**src/rtl/bsg_axil_fifo_master.sv**
```systemverilog
// AXI4-Lite master engine: buffers read/write commands in a small FIFO,
// runs one AXI-Lite transaction at a time and hands back one response per
// command. A slave that never answers is cut off after timeout_p cycles; any
// late B/R is then swallowed in DRAIN so it cannot be mistaken for the answer
// to the next command.
//
// state     | meaning
// ----------+------------------------------------------------------------
// IDLE      | no transaction; pops the queue head when a command waits
// WR_ISSUE  | awvalid/wvalid up, each drops on its own handshake
// WR_WAIT_B | bready up, waiting for the write response
// RD_ISSUE  | arvalid up, waiting for arready
// RD_WAIT_R | rready up, waiting for read data
// RESP      | resp_v_o up, held until resp_yumi_i
// DRAIN     | after a timeout: drop stale valids, discard one late B/R
module bsg_axil_fifo_master #(
    parameter int addr_width_p = 32,
    parameter int data_width_p = 32,
    parameter int cmd_els_p    = 4,
    parameter int timeout_p    = 1024
) (
    input  logic                      aclk_i,
    input  logic                      aresetn_i,

    input  logic                      cmd_v_i,
    output logic                      cmd_ready_o,
    input  logic                      cmd_we_i,
    input  logic [addr_width_p-1:0]   cmd_addr_i,
    input  logic [data_width_p-1:0]   cmd_data_i,
    input  logic [data_width_p/8-1:0] cmd_strb_i,

    output logic                      resp_v_o,
    input  logic                      resp_yumi_i,
    output logic                      resp_we_o,
    output logic [data_width_p-1:0]   resp_data_o,
    output logic [1:0]                resp_code_o,
    output logic                      resp_timeout_o,

    output logic                      error_o,
    output logic                      busy_o,

    output logic [addr_width_p-1:0]   m_axil_awaddr,
    output logic [2:0]                m_axil_awprot,
    output logic                      m_axil_awvalid,
    input  logic                      m_axil_awready,

    output logic [data_width_p-1:0]   m_axil_wdata,
    output logic [data_width_p/8-1:0] m_axil_wstrb,
    output logic                      m_axil_wvalid,
    input  logic                      m_axil_wready,

    input  logic [1:0]                m_axil_bresp,
    input  logic                      m_axil_bvalid,
    output logic                      m_axil_bready,

    output logic [addr_width_p-1:0]   m_axil_araddr,
    output logic [2:0]                m_axil_arprot,
    output logic                      m_axil_arvalid,
    input  logic                      m_axil_arready,

    input  logic [data_width_p-1:0]   m_axil_rdata,
    input  logic [1:0]                m_axil_rresp,
    input  logic                      m_axil_rvalid,
    output logic                      m_axil_rready
);

    localparam int strb_width_lp  = data_width_p / 8;
    localparam int entry_width_lp = 1 + addr_width_p + data_width_p + strb_width_lp;
    localparam int ptr_width_lp   = (cmd_els_p > 1) ? $clog2(cmd_els_p) : 1;
    localparam int cnt_width_lp   = $clog2(cmd_els_p + 1);
    localparam int tmr_width_lp   = (timeout_p > 1) ? $clog2(timeout_p + 1) : 1;
    // The timeout fires on the timeout_p-th cycle spent in ISSUE/WAIT.
    localparam logic [tmr_width_lp-1:0] tmr_last_lp =
        (timeout_p > 0) ? tmr_width_lp'(timeout_p - 1) : '0;

    typedef enum logic [2:0] {
        IDLE, WR_ISSUE, WR_WAIT_B, RD_ISSUE, RD_WAIT_R, RESP, DRAIN
    } state_t;

    state_t state_q, state_n;

    // ---------------- command queue ----------------
    logic [entry_width_lp-1:0] mem_r [cmd_els_p];
    logic [ptr_width_lp-1:0]   wr_ptr_r, rd_ptr_r;
    logic [cnt_width_lp-1:0]   count_r;
    logic                      ready_en_r;
    logic                      full, empty, enq, deq;

    logic                      head_we;
    logic [addr_width_p-1:0]   head_addr;
    logic [data_width_p-1:0]   head_data;
    logic [strb_width_lp-1:0]  head_strb;

    assign full        = (count_r == cnt_width_lp'(cmd_els_p));
    assign empty       = (count_r == '0);
    assign cmd_ready_o = ready_en_r & (~full | deq);
    assign enq         = cmd_v_i & cmd_ready_o;
    assign {head_we, head_addr, head_data, head_strb} = mem_r[rd_ptr_r];

    function automatic logic [ptr_width_lp-1:0] ptr_inc(input logic [ptr_width_lp-1:0] p);
        return (p == ptr_width_lp'(cmd_els_p - 1)) ? '0 : p + ptr_width_lp'(1);
    endfunction

    // Queue storage; contents need no reset, the pointers define validity.
    always_ff @(posedge aclk_i) begin
        if (enq) mem_r[wr_ptr_r] <= {cmd_we_i, cmd_addr_i, cmd_data_i, cmd_strb_i};
    end

    // Queue pointers and occupancy; ready_en holds cmd_ready_o low for the
    // first cycle out of reset.
    always_ff @(posedge aclk_i or negedge aresetn_i) begin
        if (!aresetn_i) begin
            wr_ptr_r   <= '0;
            rd_ptr_r   <= '0;
            count_r    <= '0;
            ready_en_r <= 1'b0;
        end else begin
            ready_en_r <= 1'b1;
            if (enq) wr_ptr_r <= ptr_inc(wr_ptr_r);
            if (deq) rd_ptr_r <= ptr_inc(rd_ptr_r);
            case ({enq, deq})
                2'b10:   count_r <= count_r + cnt_width_lp'(1);
                2'b01:   count_r <= count_r - cnt_width_lp'(1);
                default: count_r <= count_r;
            endcase
        end
    end

    // ---------------- transaction engine ----------------
    logic                      cur_we_q;
    logic [addr_width_p-1:0]   cur_addr_q;
    logic [data_width_p-1:0]   cur_data_q;
    logic [strb_width_lp-1:0]  cur_strb_q;

    logic awvalid_q, awvalid_n, wvalid_q, wvalid_n, arvalid_q, arvalid_n;
    logic addr_acc_q, addr_acc_n;   // AW or AR handshake seen for current command
    logic timed_out_q, timed_out_n;
    logic [tmr_width_lp-1:0] tmr_q, tmr_n;
    logic                    resp_we_q, resp_we_n;
    logic [data_width_p-1:0] resp_data_q, resp_data_n;
    logic [1:0]              resp_code_q, resp_code_n;
    logic                    resp_timeout_q, resp_timeout_n;
    logic                    error_q, error_n;
    logic                    bready_c, rready_c;

    logic aw_hs, w_hs, ar_hs, timeout_hit, drain_acc;

    assign aw_hs       = awvalid_q & m_axil_awready;
    assign w_hs        = wvalid_q & m_axil_wready;
    assign ar_hs       = arvalid_q & m_axil_arready;
    assign timeout_hit = (timeout_p != 0) && (tmr_q == tmr_last_lp);
    assign drain_acc   = addr_acc_q | aw_hs | ar_hs;

    // State register and all registered engine outputs.
    always_ff @(posedge aclk_i or negedge aresetn_i) begin
        if (!aresetn_i) begin
            state_q        <= IDLE;
            awvalid_q      <= 1'b0;
            wvalid_q       <= 1'b0;
            arvalid_q      <= 1'b0;
            addr_acc_q     <= 1'b0;
            timed_out_q    <= 1'b0;
            tmr_q          <= '0;
            resp_we_q      <= 1'b0;
            resp_data_q    <= '0;
            resp_code_q    <= 2'b00;
            resp_timeout_q <= 1'b0;
            error_q        <= 1'b0;
            cur_we_q       <= 1'b0;
            cur_addr_q     <= '0;
            cur_data_q     <= '0;
            cur_strb_q     <= '0;
        end else begin
            state_q        <= state_n;
            awvalid_q      <= awvalid_n;
            wvalid_q       <= wvalid_n;
            arvalid_q      <= arvalid_n;
            addr_acc_q     <= addr_acc_n;
            timed_out_q    <= timed_out_n;
            tmr_q          <= tmr_n;
            resp_we_q      <= resp_we_n;
            resp_data_q    <= resp_data_n;
            resp_code_q    <= resp_code_n;
            resp_timeout_q <= resp_timeout_n;
            error_q        <= error_n;
            if (deq) begin
                cur_we_q   <= head_we;
                cur_addr_q <= head_addr;
                cur_data_q <= head_data;
                cur_strb_q <= head_strb;
            end
        end
    end

    // Next-state, handshake tracking, timeout and response capture.
    always_comb begin
        state_n        = state_q;
        awvalid_n      = awvalid_q;
        wvalid_n       = wvalid_q;
        arvalid_n      = arvalid_q;
        addr_acc_n     = addr_acc_q;
        timed_out_n    = timed_out_q;
        tmr_n          = tmr_q;
        resp_we_n      = resp_we_q;
        resp_data_n    = resp_data_q;
        resp_code_n    = resp_code_q;
        resp_timeout_n = resp_timeout_q;
        error_n        = error_q;
        deq            = 1'b0;
        bready_c       = 1'b0;
        rready_c       = 1'b0;

        // Address/data handshakes are tracked in every state where a valid
        // may still be up, including RESP after a timeout.
        if (aw_hs) begin
            awvalid_n  = 1'b0;
            addr_acc_n = 1'b1;
        end
        if (w_hs) wvalid_n = 1'b0;
        if (ar_hs) begin
            arvalid_n  = 1'b0;
            addr_acc_n = 1'b1;
        end

        if (state_q == WR_ISSUE || state_q == WR_WAIT_B ||
            state_q == RD_ISSUE || state_q == RD_WAIT_R) begin
            tmr_n = tmr_q + tmr_width_lp'(1);
        end

        case (state_q)
            IDLE: begin
                if (!empty) begin
                    deq         = 1'b1;
                    tmr_n       = '0;
                    addr_acc_n  = 1'b0;
                    timed_out_n = 1'b0;
                    if (head_we) begin
                        state_n   = WR_ISSUE;
                        awvalid_n = 1'b1;
                        wvalid_n  = 1'b1;
                    end else begin
                        state_n   = RD_ISSUE;
                        arvalid_n = 1'b1;
                    end
                end
            end
            WR_ISSUE: begin
                if (timeout_hit) begin
                    state_n = RESP;
                end else if ((~awvalid_q | aw_hs) & (~wvalid_q | w_hs)) begin
                    state_n = WR_WAIT_B;
                end
            end
            WR_WAIT_B: begin
                bready_c = 1'b1;
                if (m_axil_bvalid) begin
                    state_n        = RESP;
                    resp_we_n      = 1'b1;
                    resp_data_n    = '0;
                    resp_code_n    = m_axil_bresp;
                    resp_timeout_n = 1'b0;
                    if (m_axil_bresp != 2'b00) error_n = 1'b1;
                end else if (timeout_hit) begin
                    state_n = RESP;
                end
            end
            RD_ISSUE: begin
                if (timeout_hit) begin
                    state_n = RESP;
                end else if (ar_hs) begin
                    state_n = RD_WAIT_R;
                end
            end
            RD_WAIT_R: begin
                rready_c = 1'b1;
                if (m_axil_rvalid) begin
                    state_n        = RESP;
                    resp_we_n      = 1'b0;
                    resp_data_n    = m_axil_rdata;
                    resp_code_n    = m_axil_rresp;
                    resp_timeout_n = 1'b0;
                    if (m_axil_rresp != 2'b00) error_n = 1'b1;
                end else if (timeout_hit) begin
                    state_n = RESP;
                end
            end
            RESP: begin
                if (resp_yumi_i) state_n = timed_out_q ? DRAIN : IDLE;
            end
            DRAIN: begin
                // Valids drop now; a handshake on this cycle still counts,
                // so drain_acc includes the live handshakes.
                awvalid_n = 1'b0;
                wvalid_n  = 1'b0;
                arvalid_n = 1'b0;
                if (cur_we_q) bready_c = drain_acc;
                else          rready_c = drain_acc;
                if (!drain_acc) begin
                    state_n = IDLE;
                end else if (cur_we_q ? m_axil_bvalid : m_axil_rvalid) begin
                    state_n = IDLE;
                end
            end
            default: state_n = IDLE;
        endcase

        // Timeout response; only reached when no B/R completed this cycle.
        if (state_n == RESP && state_q != RESP && timeout_hit &&
            !(state_q == WR_WAIT_B && m_axil_bvalid) &&
            !(state_q == RD_WAIT_R && m_axil_rvalid)) begin
            resp_we_n      = cur_we_q;
            resp_data_n    = '0;
            resp_code_n    = 2'b10;
            resp_timeout_n = 1'b1;
            timed_out_n    = 1'b1;
            error_n        = 1'b1;
        end
    end

    assign m_axil_awaddr  = cur_addr_q;
    assign m_axil_awprot  = 3'b000;
    assign m_axil_awvalid = awvalid_q;
    assign m_axil_wdata   = cur_data_q;
    assign m_axil_wstrb   = cur_strb_q;
    assign m_axil_wvalid  = wvalid_q;
    assign m_axil_bready  = bready_c;
    assign m_axil_araddr  = cur_addr_q;
    assign m_axil_arprot  = 3'b000;
    assign m_axil_arvalid = arvalid_q;
    assign m_axil_rready  = rready_c;

    assign resp_v_o       = (state_q == RESP);
    assign resp_we_o      = resp_we_q;
    assign resp_data_o    = resp_data_q;
    assign resp_code_o    = resp_code_q;
    assign resp_timeout_o = resp_timeout_q;
    assign error_o        = error_q;
    assign busy_o         = ~empty | (state_q != IDLE);

endmodule

```
**config.mk**
```make
export PLATFORM = sky130hd
export DESIGN_NAME = bsg_axil_fifo_master
export DESIGN_NICKNAME = d
export VERILOG_FILES = /design/src/rtl/bsg_axil_fifo_master.sv
export SDC_FILE = /design/constraint.sdc
export NUM_CORES = 1
export LEC_CHECK = 0
export BUFFER_PORTS_ARGS = -buffer_cell sky130_fd_sc_hd__buf_2
export CAP_MARGIN = 20
export CORE_ASPECT_RATIO = 0.75
export CORE_MARGIN = 2
export CORE_UTILIZATION = 50
export DETAILED_ROUTE_END_ITERATION = 8
export HOLD_SLACK_MARGIN = 0.03
export PLACE_DENSITY = 0.72
export SYNTH_ARGS = -nofsm -noshare
export SYNTH_HDL_FRONTEND = slang
export SYNTH_SLANG_ARGS = --single-unit
```
**constraint.sdc**
```tcl
create_clock -name aclk_i -period 4.6 [get_ports aclk_i]
set_input_delay 0.92 -clock aclk_i [delete_from_list [all_inputs] [get_ports aclk_i]]
set_output_delay 0.92 -clock aclk_i [all_outputs]
set_load 0.02 [all_outputs]
```
### After elaboration in Yosys (flattened, before gate mapping)

Memories as Yosys holds them, arrays and structs flattened.
Cells that the tools add are included.

* memory bits (writable): 276
* output and inout bits: 151
* register bits: 133
* word-level logic and storage cells: 152
* memories kept: 1

Memories
* mem_r: depth 4, bits a word 69, read ports 1, clocked after memory_dff 0, wr ports 1, RTL line 83 `logic [entry_width_lp-1:0] mem_r [cmd_els_p];`

* $add $sub $neg: 5
* bitwise logic cells: 16
* reduce and logical (&&, ||, !) cells: 22
* eq/ne operators: 19
* muxes and demuxes: 69

Operators with widths (count)
* $mux 32: 3
* $pmux 32 s2: 1
* $mux 3: 12
* $mux 1: 33
* $mux 11: 3
* $pmux 3 s7: 1
* $pmux 1 s2: 8
* $eq 3x3->1 const B: 5
* $mux 2: 6
* $ne 3x2->1 const B: 4
* $add 11x1->11 const B: 1
* $eq 11x10->1 const B: 1
* $reduce_bool 2->1: 4
* $and 1x1->1: 6
* $eq 2x2->1 const B: 3
* $eq 3x2->1 const B: 2
* $logic_and 1x1->1: 6
* $logic_not 3->1: 2
* $or 1x1->1: 6
* $pmux 3 s2: 1
* $reduce_bool 3->1: 2
* $reduce_and 5->1: 1
* $add 2x1->2 const B: 2
* $not 1->1: 4
* other kinds (11): 14

### Depth between registers and ports, before layout

Gate-level depths: netlist of run 1.

* depth after elaboration: 13
* mapped depth: 13

### Least setup slack after synthesis of run 1

No wires, ideal clock.

* kind: reg-to-reg
* start point: reg state_q[2]
* end point: mem mem_r[0][0] (netlist bit), enable pin
* slack: 0.898 ns
* data arrival time: 3.267 ns
* period minus slack after synthesis: 3.702 ns
* setup time: 0.435 ns
* buffers on the path: 1
* cell stages (with the launch flop): 5
* path through: dfrtp_1 -> or3_1 -> clkbuf_1 -> a41oi_1 -> and3_1

* word-level cells in the longest chain between the ends: 7

Ends and longest elaborated chain
* start: declaration: RTL line 80 `state_t state_q, state_n;`
* start signal: assignment: RTL line 174 `state_q <= state_n;`
* $logic_not 3->1: RTL line 230 `case (state_q)`
* $mux 1: RTL line 230
* $or 1x1->1: RTL line 96 `assign cmd_ready_o = ready_en_r & (~full | deq);`
* $and 1x1->1: RTL line 96
* net cmd_ready_o: RTL line 26 `output logic cmd_ready_o,`
* $and 1x1->1: RTL line 97 `assign enq = cmd_v_i & cmd_ready_o;`
* $mux 1: RTL line 106 `if (enq) mem_r[wr_ptr_r] <= {cmd_we_i, cmd_addr_i, cmd_data_i, cmd_strb_i};`
* $mux 1 (not written as such): RTL line 106
* end: declaration: RTL line 83

The timed path passes the listed nets, and every way through them passes these cells.

### Worst setup path after layout of run 1

* start point: reg state_q[2]
* end point: out cmd_ready_o

* word-level cells in the longest chain between the ends: 4

Ends and longest elaborated chain (RTL line)
* $logic_not 3->1: 230
* $mux 1: 230
* $or 1x1->1: 96
* $and 1x1->1: 96
* end: declaration: 26

Every way passes these cells.

==> results of run 1 <==
## synthesized netlist by cell type (2+ instances only)
master,n,area [µm²]
nor2b_1,3,18.8
mux4_2,69,1550
a22oi_1,32,240
and3b_1,3,26.3
mux2i_1,5,50.1
dfrtp_1,133,3330
a21o_1,5,37.5
o21ai_0,12,60.1
nand3_1,3,15.0
and3_1,5,31.3
xnor2_1,6,52.6
and2_1,5,31.3
nand3b_1,3,22.5
or3_1,7,43.8
inv_1,12,45.0
nand4_1,3,18.8
a41oi_1,3,26.3
buf_4,38,285
edfxtp_1,276,8290
clkbuf_1,32,120
buf_1,4,15.0
nor3_1,5,25.0
buf_2,9,45.0
nand2b_1,6,37.5
nand2_1,217,815
buf_6,5,56.3
ha_1,7,87.6
a21oi_1,7,35.0
conb_1,2,7.51
nor2_1,48,180
xor2_1,4,35.0
## kinds of logic after synthesis
logic type | after synthesis | share of synthesized area, %
flops | 409 | 73.5
xor+xnor | 10 | 0.554
buf+inv | 100 | 3.59
fa+ha+maj | 8 | 0.681
simple gates | 313 | 8.27
other cells | 2 | 0.0475
mux | 74 | 10.1
compound gates | 72 | 3.21
## through the flow
stage / setup slack (ps) / hold slack, ps
global route: 1090 / 500
CTS: 1220 / 473
global placement: 1590 / 455
finish: 1230 / 460
detailed placement: 1470 / 459
floorplan: 898 / 463
## power by group through the flow
stage                     Clock (µW)  Sequential, µW  Combinational (µW)
after floorplan                    0            5730                2560
after global placement             0            5230                4160
after detailed placement           0            5270                4250
after CTS                       3250            5210                4270
after global routing            3390            5290                4640
final                           3170            5210                4220
## sequential cells by signal (all words and copies together), names as in the netlist, 2 cells and up
signal,cells
mem_r,276
m_axil_wdata,32
wr_ptr_r,2
tmr_q,11
rd_ptr_r,2
m_axil_wstrb,4
resp_data_o,32
count_r,3
state_q,3
resp_code_o,2
m_axil_araddr,32
## layer usage
metal  GRT usage, %  vias up  share of wire (%)
met4           5.24       12                1.9
li1               -     4052                  -
met5              0        -               0.23
met3           5.49       61                7.2
met2           32.7      290                 48
met1           27.9     4487                 43
## cell type report
cell class / count / share of cell area, %
well taps: 406 / 2.73
diodes: 4 / 0.0538
flip-flops and latches: 409 / 62.5
clock buffers: 56 / 6.14
repair buffers: 272 / 7.85
multi-input cells: 484 / 19.7
clock inverters: 20 / 0.760
inverters: 12 / 0.249
## worst max-delay path: cells and delay by family (launching register included)
kind                   cells  cell delay (ps)
and+or+nand+nor            1              530
DFF                        1              520
AOI/OAI and AO/OA          1              570
buffers and inverters      1              300
## path summary, 6_finish.rpt
path / from / end / depth (start not counted)
hold reg to reg: m_axil_wdata[28] / m_axil_wdata[28] / 2
setup / recovery: state_q[2] / cmd_ready_o / 3
min in group aclk_i: m_axil_wdata[28] / m_axil_wdata[28] / 2
hold / removal: aresetn_i / m_axil_wvalid / 1
setup reg to reg: state_q[1] / error_o / 7
max in group asynchronous: aresetn_i / m_axil_araddr[23] / 2
==> flow_metrics.py, run 1 <==
metrics = {
    "floorplan": {
        "start_util_pct": 50.7,
        "fp.dieH_um": 158,
        "core_mm2": 0.0312,
        "num_rows": 56,
        "die_x_um": 209,
        "ioPinCount": 265,
        "die_area_mm2": 0.0331,
    },
    "global_routing": {
        "antenna_found_initial": 10,
        "grt_pass1_vias": 8920,
        "grtUsageTotal_pct": 20.3,
        "grt.overflow.total": 0,
        "grt_start_max_net_pins": 79,
        "grt_pass1_wl_mm": 51.0,
    },
    "synthesis": {
        "yosysSeqAreaShare_pct": 73.5,
        "syn-cell-area_mm2": 0.0158,
        "synth.avg_cell_area_um2": 16.0,
        "async_flop_share_pct": 32.5,
        "yosys_warnings": 0,
        "synth-edff-count": 276,
        "synthDistinctLibCells": 50,
        "synth_ff_type": "edfxtp_1",
        "syn_inst": 988,
        "ys_ff_latch": 409,
    },
    "clock_network": {
        "post_cts_buffers": 0,
        "cts_buffers": 41,
        "clock_sinks": 409,
        "ctsHoldBuffers": 0,
        "h-tree-depth": 2,
        "cts_tree": "yes",
        "clk_path_buf_depth": 3,
        "cts.clk_slew.worst_paths_ps": 60,
        "cts_resized": 0,
        "cts_root_buf": "clkbuf_16",
        "clkLatencyLatePin_ps": 540,
    },
    "layout": {
        "multi_input_area_mm2": 0.00366,
        "mostFrequentLayoutCells": "edfxtp_1 (276), buf_2 (257), nand2_1 (217)",
        "areaGrowthSynthToFinish_pct": 17.7,
        "num-nets-final": 1342,
        "seq_area_mm2": 0.0116,
        "stdcell_count": 1663,
        "nFillCells": 2367,
        "drive_gt1_share_pct": 32.5,
        "fin_util_pct": 59.6,
        "final_common_cell": "edfxtp_1",
        "final_area_mm2": 0.0186,
    },
    "detailed_routing": {
        "drt_iter0_drc": 648,
        "ant_nets": 0,
        "first_pass_iters": 5,
        "avgViaCountPerCell": 5.35,
        "vias": 8902,
        "wire_per_inst_um": 20.1,
        "drt-total-wl_mm": 33.4,
        "remaining_drc_errors": 0,
    },
    "timing": {
        "slew_violations": 0,
        "finalCriticalPeriod_ps": 3370,
        "slew_headroom_pct": 28.9,
        "worst_pin_slew_ps": 1070,
        "final-setup-viol-count": 0,
        "clock_skew_ps": 18.0,
        "rsz0062_at_grt": "no",
        "fmax_ghz": 0.297,
        "timing.final.crit_share_pct": 73.2,
        "tns_ps": 0,
        "hold_viol_final": 0,
    },
    "placed_design": {
        "gp_congestion": 0.859,
        "dp_hpwl_mm": 20.5,
        "place_area_mm2": 0.0173,
        "placed_cells": 1582,
        "numPortBuffers": 258,
    },
    "critical_path": {
        "critPathCaptureType": "output port",
        "slowest_stage": "a41oi_1",
        "reg2reg_slack_ps": 1450,
        "arrival_ps": 2450,
        "crit_chain": "or3_1 -> a41oi_1 -> buf_2",
        "worstPathMaxFanout": 16,
        "critPathMaxStageDelay_ps": 570,
        "path_class": "register to output port",
        "crit_required_ps": 3680,
        "critPathLaunchType": "register",
    },
    "power": {
        "p_leak_uw": 0.00761,
        "seqPwrFrac_pct": 41.3,
        "power_switching_uw": 4450,
        "p_sw_share_pct": 35.4,
        "combPwrFrac_pct": 33.5,
        "p_per_area_mw_per_mm2": 677,
        "ir_worst_vdd_uv": 349,
        "internal-power_uw": 8140,
        "finalPower_uw": 12600,
        "p_clk_share_pct": 25.2,
    },
    "worst_hold_path": {
        "hp-class": "input pin to async pin",
    },
    "flow_run": {
        "maxCapViolations": 0,
    },
    "status": {
        "run_status": "finished, final reports clean",
    },
}
No activity file was read; power rests on OpenSTA's default activity.
==> run 2, diff against run 1 <==
--- a/config.mk
+++ b/config.mk
@@ -12,7 +12,7 @@
 export CORE_UTILIZATION = 50
 export DETAILED_ROUTE_END_ITERATION = 8
 export HOLD_SLACK_MARGIN = 0.03
-export PLACE_DENSITY = 0.72
+export PLACE_DENSITY = 0.75
 export SYNTH_ARGS = -nofsm -noshare
 export SYNTH_HDL_FRONTEND = slang
 export SYNTH_SLANG_ARGS = --single-unit
==> constraint.sdc (replaced) <==
create_clock -name aclk_i -period 2.8 [get_ports aclk_i]
set_input_delay 0.56 -clock aclk_i [delete_from_list [all_inputs] [get_ports aclk_i]]
set_output_delay 0.56 -clock aclk_i [all_outputs]
set_load 0.02 [all_outputs]
==> run 2 against run 1 <==
Sequential share of layout area shrank 0.64 points; via count shrank 0.28%; clock skew increased by 1.1 ps; critical endpoint unchanged; highest routed layer unchanged.
==> flow_metrics.py, run 2 (synthesized netlist as in run 1, its figures left out) <==
metrics = {
    "layout": {
        "final_common_cell": "edfxtp_1",
        "top_register": "mem_r",
        "areaGrowthSynthToFinish_pct": 18.9,
        "drive_gt1_share_pct": 33.6,
        "final_area_mm2": 0.0188,
        "mostFrequentLayoutCells": "edfxtp_1 (276), buf_2 (257), nand2_1 (217)",
        "num-nets-final": 1351,
        "largest_reg_flops": 276,
    },
    "global_routing": {
        "grt.overflow.total": 0,
        "grt_pass1_vias": 8928,
        "grt_pass1_wl_mm": 50.9,
        "grtUsageTotal_pct": 20.1,
        "antenna_found_initial": 7,
        "grt_start_max_net_pins": 84,
    },
    "placed_design": {
        "dp_hpwl_mm": 19.8,
        "gp_congestion": 0.900,
        "place_area_mm2": 0.0174,
        "place_ws_ps": 439,
        "numPortBuffers": 258,
    },
    "clock_network": {
        "h-tree-depth": 2,
        "clk_path_buf_depth": 3,
        "clkLatencyLatePin_ps": 540,
        "cts_tree": "yes",
        "cts_root_buf": "clkbuf_16",
        "post_cts_buffers": 0,
        "cts_buffers": 39,
        "ctsHoldBuffers": 1,
        "clock_sinks": 409,
        "cts_resized": 0,
        "cts.clk_slew.worst_paths_ps": 60,
    },
    "floorplan": {
        "num_rows": 56,
        "die_area_mm2": 0.0331,
        "start_util_pct": 50.7,
        "fp.dieH_um": 158,
        "die_x_um": 209,
        "core_mm2": 0.0312,
        "ioPinCount": 265,
    },
    "power": {
        "p_per_area_mw_per_mm2": 1110,
        "p_leak_uw": 0.00769,
        "ir_worst_vdd_uv": 813,
    },
    "critical_path": {
        "rr_startpoint": "state_q[2]",
        "crit_required_ps": 2240,
        "path_class": "register to output port",
        "worstPathMaxFanout": 7,
        "crit_chain": "or3_1 -> a41oi_1 -> buf_4 -> buf_2",
        "critPathLaunchType": "register",
        "slowest_stage": "or3_1",
        "worstSetupStartpoint": "state_q[2]",
        "arrival_ps": 2040,
        "critPathCaptureType": "output port",
        "critPathMaxStageDelay_ps": 480,
    },
    "status": {
        "run_status": "finished, final reports clean",
    },
    "detailed_routing": {
        "avgViaCountPerCell": 5.32,
        "ant_nets": 0,
        "drt-total-wl_mm": 32.8,
        "vias": 8877,
        "remaining_drc_errors": 0,
        "wire_per_inst_um": 19.6,
        "drt_iter0_drc": 517,
        "first_pass_iters": 5,
    },
    "worst_hold_path": {
        "hp-class": "input pin to register",
        "hp-start": "cmd_addr_i[5]",
    },
    "timing": {
        "slew_headroom_pct": 30.1,
        "finalWorstSetupSlack_ps": 204,
        "timing.final.crit_share_pct": 92.7,
        "worst_pin_slew_ps": 1050,
        "finalCriticalPeriod_ps": 2600,
        "fmax_ghz": 0.385,
        "final-setup-viol-count": 0,
        "hold_viol_final": 0,
        "rsz0062_at_grt": "no",
        "clock_skew_ps": 19.0,
        "slew_violations": 0,
    },
    "flow_run": {
        "maxCapViolations": 0,
    },
}
## run 2: changes by cell type in the layout (fill, tap and decap cells not counted), moves of 2 or more
cell / change
inv_6: -2
clkinv_1: -8
bufinv_16: +3
clkinvlp_4: +3
clkinv_2: +4
buf_12: +7
clkbuf_1: -2
buf_4: +4
## run 2: power breakdown
group | switching, µW | internal, µW
clock | 2190 | 3170
sequential | 676 | 7820
combinational | 4420 | 2660
## run 2: per-layer routing
layer,part of all wire [%],vias up,GRT usage [%]
met3,7.1,57,5.18
li1,-,4058,-
met4,1.9,8,5.51
met2,47,299,32.7
met1,44,4455,27.3
met5,0.15,-,0
## run 2: worst max-delay path, delay by kind of cell, from the launching register on
kind                   cells  cell delay [ps]
flip-flops                 1              370
buffers and inverters      2              370
AO/OA/AOI/OAI              1              290
AND/OR/NAND/NOR            1              480
## run 2: layout make-up
class / count / area, µm²
antenna: 3 / 7.51
clock buffer: 53 / 1110
clock inverter: 19 / 216
fill: 2332 / 12400
inverter: 12 / 46.3
multi-input combinational: 484 / 3660
sequential: 409 / 11600
tap: 406 / 508
timing repair buffer: 283 / 1610
## run 2: worst paths after layout
| check | endpoint | slack, ps | cells after the start |
|---|---|---|---|
| max | cmd_ready_o | 200 | 4 |
| max reg2reg | count_r[1] | 440 | 8 |
| min in group asynchronous | resp_data_o[8] | 550 | 2 |
| min | mem_r[1][41] | 240 | 1 |
| min reg2reg | m_axil_wdata[23] | 470 | 2 |
| max in group asynchronous | m_axil_araddr[1] | 1530 | 3 |
## run 2: through the flow
step                      utilization [%]  hold slack [ps]  power (µW)  std cells  TNS, ps
after floorplan                         -              264       13600        993   -39530
after global placement               55.9              454       15600       1593        0
after detailed placement             55.9              458       15800       1593        0
after CTS                            60.2              213       21200       1666        0
after global routing                 60.2              218       22200       1668        0
final                                60.3              239       20900       1669        0
==> run 3, diff against run 2 <==
--- a/config.mk
+++ b/config.mk
@@ -5,14 +5,14 @@
 export SDC_FILE = /design/constraint.sdc
 export NUM_CORES = 1
 export LEC_CHECK = 0
+export ABC_AREA = 1
 export BUFFER_PORTS_ARGS = -buffer_cell sky130_fd_sc_hd__buf_2
 export CAP_MARGIN = 20
 export CORE_ASPECT_RATIO = 0.75
 export CORE_MARGIN = 2
-export CORE_UTILIZATION = 50
+export CORE_UTILIZATION = 35
 export DETAILED_ROUTE_END_ITERATION = 8
 export HOLD_SLACK_MARGIN = 0.03
-export PLACE_DENSITY = 0.75
 export SYNTH_ARGS = -nofsm -noshare
 export SYNTH_HDL_FRONTEND = slang
 export SYNTH_SLANG_ARGS = --single-unit
==> run 3 against run 2 <==
Clock power is 6.2% higher; non-clock buffer count is 2 lower; synthesized area is 2.4% higher; via count increased by 22%; core utilization decreased by 18 points; largest power group unchanged; synthesized cell count is 38% higher; highest routed layer unchanged; count of clock-buffer cells in the layout up 7; cell count grew 32%.
==> flow_metrics.py, run 3 <==
metrics = {
    "critical_path": {
        "critPathMaxStageDelay_ps": 420,
        "crit_required_ps": 2240,
        "path_class": "register to output port",
        "worstPathMaxFanout": 5,
        "arrival_ps": 1780,
        "critPathLaunchType": "register",
        "crit_chain": "inv_1 -> nand2_1 -> nor2_1 -> nand2_2 -> a31oi_4 -> buf_2",
        "worst-path-buf-inv": 2,
        "slowest_stage": "dfrtp_1",
        "cp_top_family": "flip-flops",
        "critPathCaptureType": "output port",
    },
    "placed_design": {
        "placed_cells": 2127,
        "gp_congestion": 0.841,
        "place_ws_ps": 504,
        "dp_hpwl_mm": 23.0,
        "numPortBuffers": 258,
    },
    "timing": {
        "worst_hold_slack_ps": 226,
        "tns_ps": 0,
        "finalWorstSetupSlack_ps": 456,
        "worst_pin_slew_ps": 988,
        "clock_skew_ps": 24.0,
        "timing.final.crit_share_pct": 83.7,
        "final-setup-viol-count": 0,
        "finalCriticalPeriod_ps": 2340,
        "rsz0062_at_grt": "no",
        "hold_viol_final": 0,
        "slew_violations": 0,
        "slew_headroom_pct": 34.1,
        "fmax_ghz": 0.427,
    },
    "power": {
        "ir_worst_vdd_uv": 592,
        "finalPower_uw": 21900,
        "p_leak_uw": 0.00757,
        "p_per_area_mw_per_mm2": 1130,
    },
    "layout": {
        "drive_gt1_share_pct": 23.9,
        "largest_reg_flops": 276,
        "nFillCells": 4277,
        "areaGrowthSynthToFinish_pct": 20.0,
        "mostFrequentLayoutCells": "nor2_1 (369), edfxtp_1 (276), buf_2 (257)",
        "final_common_cell": "nor2_1",
        "stdcell_count": 2210,
        "num-nets-final": 1700,
        "top_register": "mem_r",
    },
    "clock_network": {
        "cts_resized": 0,
        "clock_sinks": 409,
        "ctsHoldBuffers": 1,
        "h-tree-depth": 2,
        "clkLatencyLatePin_ps": 550,
        "cts_root_buf": "clkbuf_16",
        "clk_path_buf_depth": 3,
        "cts_buffers": 43,
        "cts.clk_slew.worst_paths_ps": 60,
        "cts_tree": "yes",
        "post_cts_buffers": 0,
    },
    "detailed_routing": {
        "wire_per_inst_um": 17.4,
        "ant_nets": 0,
        "vias": 10800,
        "first_pass_iters": 6,
        "avgViaCountPerCell": 4.89,
        "remaining_drc_errors": 0,
        "drt_iter0_drc": 817,
        "drt-total-wl_mm": 38.4,
    },
    "synthesis": {
        "syn-cell-area_mm2": 0.0162,
        "synth_top_cells_by_count": "nor2_1 (373), edfxtp_1 (276), o21ai_0 (144)",
        "synth_area_leader_cell": "edfxtp_1",
        "synth_mux_area_share_pct": 0,
        "synthAdderAreaFrac_pct": 0.665,
        "synthDistinctLibCells": 37,
        "synth.most_common_cell": "nor2_1",
        "synth_compound_area_share_pct": 10.6,
        "async_flop_share_pct": 32.5,
        "synth.top_cell.area_share_pct": 51.2,
        "yosys_warnings": 0,
        "ys_ff_latch": 409,
        "synth.avg_cell_area_um2": 11.9,
        "syn_inst": 1359,
        "synth-edff-count": 276,
        "synth_ff_type": "edfxtp_1",
        "yosysSeqAreaShare_pct": 71.7,
        "yosys.area_share.simple_pct": 11.7,
        "synth_area_leaders": "edfxtp_1 (51%), dfrtp_1 (21%), nor2_1 (8.6%)",
        "synthXorXnorAreaFrac_pct": 0.325,
        "synth_top_family_by_area": "simple AND/OR/NAND/NOR gates",
    },
    "global_routing": {
        "grtUsageTotal_pct": 16.0,
        "grt_start_max_net_pins": 150,
        "grt.overflow.total": 0,
        "grt_pass1_wl_mm": 59.9,
        "antenna_found_initial": 5,
        "grt_pass1_vias": 10600,
    },
    "status": {
        "run_status": "finished, final reports clean",
    },
    "floorplan": {
        "core_mm2": 0.0459,
        "die_area_mm2": 0.0480,
        "start_util_pct": 35.3,
        "ioPinCount": 265,
        "num_rows": 68,
        "fp.dieH_um": 190,
        "die_x_um": 252,
    },
    "flow_run": {
        "maxCapViolations": 0,
    },
    "worst_hold_path": {
        "hp-class": "input pin to register",
    },
}
[run 3: changes by cell type in the layout (fill, tap and decap cells not counted), sizes merged, moves of 6 or more]
| cell | before | now |
|---|---|---|
| or3 | 7 | 0 |
| o21ai | 12 | 152 |
| a31oi | 0 | 70 |
| nand2 | 217 | 74 |
| a21oi | 7 | 40 |
| nor2 | 48 | 382 |
| nand2b | 6 | 0 |
| clkbuf | 53 | 60 |
| mux4 | 69 | 0 |
| nand3 | 3 | 13 |
| inv | 12 | 45 |
[run 3: worst paths after layout]
path	start	end	slack (ps)	cells past startpoint
max	state_q[1]	cmd_ready_o	460	6
min	cmd_addr_i[27]	mem_r[1][63]	230	1
max reg2reg	state_q[1]	mem_r[1][14]	520	9
min reg2reg	error_o	error_o	480	2
max in group asynchronous	aresetn_i	m_axil_wdata[19]	1430	3
min in group asynchronous	aresetn_i	timed_out_q	620	2
[run 3: where the power goes]
part	switching, µW	total (µW)	internal (µW)
clock	2330	5690	3360
combinational	5230	7620	2380
sequential	787	8610	7830
[run 3: cell type report]
type | count | area [µm²] | area share [%]
Antenna cell | 2 | 5.00 | 0.0258
Inverter | 43 | 166 | 0.856
Multi-Input combinational cell | 800 | 3850 | 19.8
Tap cell | 595 | 744 | 3.83
Timing Repair Buffer | 281 | 1620 | 8.35
Clock buffer | 60 | 1190 | 6.13
Sequential cell | 409 | 11600 | 59.8
Clock inverter | 20 | 225 | 1.16
[run 3: metrics by stage]
| step | utilization, % | instance area, µm² |
|---|---|---|
| after floorplan | - | 16300 |
| after global placement | 39.3 | 18000 |
| after detailed placement | 39.3 | 18000 |
| after CTS | 42.4 | 19400 |
| after global routing | 42.4 | 19400 |
| final | 42.4 | 19400 |
[run 3: logic make-up after synthesis]
group,count (synthesis)
fa+ha+maj,8
other cells,2
flops,409
simple gates,480
buf+inv,155
compound gates,299
xor+xnor,6
[run 3: per-layer routing]
metal | GRT usage (%) | up-vias | routed length, µm
met5 | 0 | - | 23
met4 | 3.66 | 4 | 656
met3 | 3.84 | 51 | 2360
met2 | 25.6 | 301 | 17700
met1 | 22.1 | 5306 | 17700
li1 | - | 5136 | -
